File: src/rtl/dg0045_call_stack.sv
// Hardware return-address stack: DEPTH shift-register entries with entry[0]
// as the visible top, a registered fill level, and sticky overflow/underflow.
//
// Ports:
//   clk_in     clock, all state updates on posedge
//   RESET      asynchronous active-low reset
//   push       store push_data as the new top
//   pop        remove the top entry
//   flush      synchronously empty the stack (flags untouched)
//   clr_flags  clear sticky ovf/unf (a same-cycle set wins)
//   push_data  return address to push
//   top        entry[0]
//   level      number of valid entries, 0..DEPTH
//   empty      level == 0
//   full       level == DEPTH
//   ovf        sticky overflow flag
//   unf        sticky underflow flag
module dg0045_call_stack #(
  parameter int unsigned AW       = 10,
  parameter int unsigned DEPTH    = 5,
  parameter int unsigned OVF_MODE = 0
) (
  input  logic          clk_in,
  input  logic          RESET,
  input  logic          push,
  input  logic          pop,
  input  logic          flush,
  input  logic          clr_flags,
  input  logic [AW-1:0] push_data,
  output logic [AW-1:0] top,
  output logic [4:0]    level,
  output logic          empty,
  output logic          full,
  output logic          ovf,
  output logic          unf
);

  localparam int unsigned LW = 5;

  logic [AW-1:0] entry_q [DEPTH];
  logic [AW-1:0] entry_d [DEPTH];
  logic [LW-1:0] level_q, level_d;
  logic          empty_q, empty_d;
  logic          full_q,  full_d;
  logic          ovf_q,   ovf_d;
  logic          unf_q,   unf_d;
  logic          is_full;

  assign is_full = (level_q == LW'(DEPTH));

  // Next-state: flush > push&pop > push > pop > hold; flag sets follow clears.
  always_comb begin
    entry_d = entry_q;
    level_d = level_q;
    ovf_d   = ovf_q;
    unf_d   = unf_q;

    if (clr_flags) begin
      ovf_d = 1'b0;
      unf_d = 1'b0;
    end

    if (flush) begin
      for (int unsigned i = 0; i < DEPTH; i++) begin
        entry_d[i] = '0;
      end
      level_d = '0;
    end else if (push && pop) begin
      // Replace the top in place: depth and flags are untouched.
      entry_d[0] = push_data;
    end else if (push) begin
      if (is_full && (OVF_MODE != 0)) begin
        ovf_d = 1'b1;
      end else begin
        for (int unsigned i = 1; i < DEPTH; i++) begin
          entry_d[i] = entry_q[i-1];
        end
        entry_d[0] = push_data;
        if (is_full) begin
          ovf_d = 1'b1;
        end else begin
          level_d = level_q + LW'(1);
        end
      end
    end else if (pop) begin
      // Bottom entry is replicated upward, even when already empty.
      for (int unsigned i = 0; i < DEPTH - 1; i++) begin
        entry_d[i] = entry_q[i+1];
      end
      if (level_q == '0) begin
        unf_d = 1'b1;
      end else begin
        level_d = level_q - LW'(1);
      end
    end

    empty_d = (level_d == '0);
    full_d  = (level_d == LW'(DEPTH));
  end

  // State registers.
  always_ff @(posedge clk_in or negedge RESET) begin
    if (!RESET) begin
      for (int unsigned i = 0; i < DEPTH; i++) begin
        entry_q[i] <= '0;
      end
      level_q <= '0;
      empty_q <= 1'b1;
      full_q  <= 1'b0;
      ovf_q   <= 1'b0;
      unf_q   <= 1'b0;
    end else begin
      for (int unsigned i = 0; i < DEPTH; i++) begin
        entry_q[i] <= entry_d[i];
      end
      level_q <= level_d;
      empty_q <= empty_d;
      full_q  <= full_d;
      ovf_q   <= ovf_d;
      unf_q   <= unf_d;
    end
  end

  assign top   = entry_q[0];
  assign level = level_q;
  assign empty = empty_q;
  assign full  = full_q;
  assign ovf   = ovf_q;
  assign unf   = unf_q;

endmodule

File: config.mk
export PLATFORM = sky130hd
export DESIGN_NAME = dg0045_call_stack
export DESIGN_NICKNAME = d
export VERILOG_FILES = /design/src/rtl/dg0045_call_stack.sv
export SDC_FILE = /design/constraint.sdc
export NUM_CORES = 1
export LEC_CHECK = 0
export CORE_ASPECT_RATIO = 0.6
export CORE_MARGIN = 2
export CORE_UTILIZATION = 60
export CTS_CLUSTER_SIZE = 28
export DETAILED_ROUTE_END_ITERATION = 12
export PLACE_DENSITY = 0.84
export SYNTH_ARGS = -nofsm -noshare
export SYNTH_HDL_FRONTEND = slang
export SYNTH_SLANG_ARGS = --single-unit
File: constraint.sdc
create_clock -name clk_in -period 3.3 [get_ports clk_in]
set_input_delay 0.825 -clock clk_in [delete_from_list [all_inputs] [get_ports clk_in]]
set_output_delay 0.825 -clock clk_in [all_outputs]
set_load 0.005 [all_outputs]
==> impl_metrics.ini <==
[hold_path]
hold_class = input port to async pin

[place]
gp_congestion = 0.834
port_buffers = 34
dpl.hpwl_mm = 4.54
place_inst = 389
dp_slack_ns = 0.666

[route]
vias_per_cell = 6.08
drt_first_iter_violations = 154
drcViolationCount = 0
wl_per_cell_um = 17.3
routed_wl_mm = 6.98
drtPass1Iterations = 4
via_count = 2458
postRouteAntennaNets = 0

[worst_setup_path]
required_ns = 3.53
end_kind = flop
cp_slowest_cell = buf_2
cp_cell_sequence = buf_2, nor4b_1, xnor2_1, nor4_1, a311o_1, nor4_1
critPathBufInv = 1
cp_top_family = simple AND/OR/NAND/NOR gates
cp.arrival_ns = 2.58
critPathKind = input port to flop
cpMostUsedCell = nor4_1
cp_max_fo = 33
start_kind = input port
slowest_delay_ns = 0.48

[sta]
max_freq_mhz = 427
slew_headroom_pct = 51.5
worst_pin_slew_ns = 0.728
post-route-period-util_pct = 71.0
layout_setup_ws_ns = 0.958
hold_slack_ns = 0.264
setup_viol = 0
period_needed_ns = 2.34
rsz0062_at_grt = false
slew_violations = 0
tns_ns = 0
final_hold_viol_count = 0
skew_ns = 0.00449

[synth]
synth_compound_area_share_pct = 20.9
yosysUniqueCellTypes = 38
synth_top_family_by_area = compound AO/OA/AOI/OAI gates
synth_xor_xnor_area_share_pct = 0.561
syn_area_um2 = 3120
yosys_register_bits = 59
yosysSeqAreaShare_pct = 47.4
yosys.area_share.simple_pct = 15.7
synthAdderAreaFrac_pct = 1.20
syn-num-nets = 337
synth_mux_area_share_pct = 7.06
yosysWarningCount = 0
syn_inst = 318
avgSynthCellArea_um2 = 9.81

[grt]
grtUsageMet3_pct = 12.3
antenna_found_initial = 0
grt_max_degree = 58
grt_pass1_wl_mm = 11.7
gr-usage-met2_pct = 40.2
grtUsageMet1_pct = 35.0
top_usage_layer = met2
grt_pass1_vias = 2421
overflow = 0
grt.total_usage_pct = 26.5

[floorplanning]
ioPinCount = 35
core_area_um2 = 5030
die_area_um2 = 5810
die_w_um = 97.1
rows = 20
start_util_pct = 62.0
die_y_um = 59.9

[power_and_ir_drop]
p_per_area_nw_per_um2 = 463
power.leakage_nw = 1.53
p_total_mw = 1.64
ir_worst_vdd_mv = 0.322

[run]
max_cap_violations = 0

[cts]
cts_buffers = 9
hold_buffers = 0
cts_buffer_depth = 2
path_clk_slew_ns = 0.06
ctsResizeCount = 0
cts.sinks = 59
clockRootBuffer = clkbuf_8
clk_latency_ns = 0.34
htree_levels = 3
cts_setup_buffers = 0
tritoncts = yes

[final_layout]
finalNonFillerCells = 404
diodes = 0
fillers = 390
syn_to_final_growth_pct = 13.8
drive_above_1_share_pct = 10.1
layout_common_cells = 58 x dfrtp_1, 57 x a211oi_1, 30 x clkdlybuf4s50_1
final_common_cell = dfrtp_1
nets = 353
regArea_um2 = 1480
multi_input_area_um2 = 1420

[status]
status = finished, final reports clean
[cells in the mapped netlist]
library cell | n | area share (%)
nand4b_1 | 1 | 0.28
and4bb_2 | 1 | 0.40
a21oi_2 | 1 | 0.28
a211oi_1 | 57 | 14
dfstp_2 | 1 | 0.84
a311o_2 | 1 | 0.36
mux2i_1 | 22 | 7.1
buf_2 | 5 | 0.80
clkbuf_1 | 18 | 2.2
or4b_4 | 1 | 0.44
a31o_2 | 1 | 0.28
a311o_1 | 1 | 0.32
ha_1 | 3 | 1.2
nor2_1 | 28 | 3.4
a21oi_1 | 20 | 3.2
dfrtp_1 | 58 | 47
xnor2_1 | 2 | 0.56
and2_1 | 1 | 0.20
nand3_1 | 2 | 0.32
a32oi_1 | 1 | 0.28
nor2b_1 | 22 | 4.4
buf_6 | 1 | 0.36
nor4bb_2 | 1 | 0.52
nand2_1 | 26 | 3.1
inv_1 | 6 | 0.72
buf_1 | 2 | 0.24
and3_1 | 2 | 0.40
nor4_1 | 3 | 0.60
nand2b_1 | 2 | 0.40
a22o_1 | 2 | 0.56
nor4b_1 | 1 | 0.28
a2bb2oi_2 | 1 | 0.48
buf_4 | 12 | 2.9
nand3b_1 | 2 | 0.48
o21ai_0 | 5 | 0.80
a31oi_1 | 2 | 0.40
o21a_1 | 1 | 0.24
nor3b_1 | 2 | 0.48
[layout make-up]
type	count	share of cell area, %
Clock inverter	3	0.423
Sequential cell	59	41.6
Inverter	6	0.634
Multi-Input combinational cell	215	40.0
Timing Repair Buffer	43	10.9
Clock buffer	12	4.09
Tap cell	66	2.33
[final timing paths]
check	depth (start not counted)	from	slack, ns	end
worst max-delay path	6	pop	0.96	empty$_DFF_PN1_
worst min-delay path	1	RESET	0.26	level[1]$_DFF_PN0_
worst max register to register	7	level[0]$_DFF_PN0_	1.10	empty$_DFF_PN1_
worst min register to register	1	unf$_DFF_PN0_	0.51	unf$_DFF_PN0_
max in group asynchronous	2	RESET	2.15	entry_q[29]$_DFFE_PN0P_
min in group clk_in	1	unf$_DFF_PN0_	0.51	unf$_DFF_PN0_
[sequential cells by signal, summed over array words and instances (netlist names)]
name	cells
level	5
empty	1
entry_q	40
unf	1
top	10
full	1
ovf	1
[where the power goes]
part           internal [mW]  leakage [nW]  switching (mW)  total [mW]
combinational          0.130         0.656           0.151       0.281
sequential             0.769         0.790          0.0380       0.807
clock                  0.285        0.0860           0.270       0.555
[per-stage QoR]
stage	instance area [um2]	util, %
floorplan	3120	-
global placement	3390	67.4
detailed placement	3390	67.4
CTS	3550	70.6
global route	3550	70.6
finish	3550	70.6
[routing by layer]
layer,part of all wire (%),up-vias
li1,-,1168
met4,0.74,0
met2,46,47
met3,5.7,8
met5,0,-
met1,48,1235
[cell families (layout without fill, tap and decap cells)]
kind of cell | after synthesis | count (layout)
compound gates | 93 | 93
buf+inv | 44 | 64
xor+xnor | 2 | 2
simple gates | 95 | 95
fa+ha+maj | 3 | 3
flops | 59 | 59
mux | 22 | 22
No activity file was read; power rests on OpenSTA's default activity.
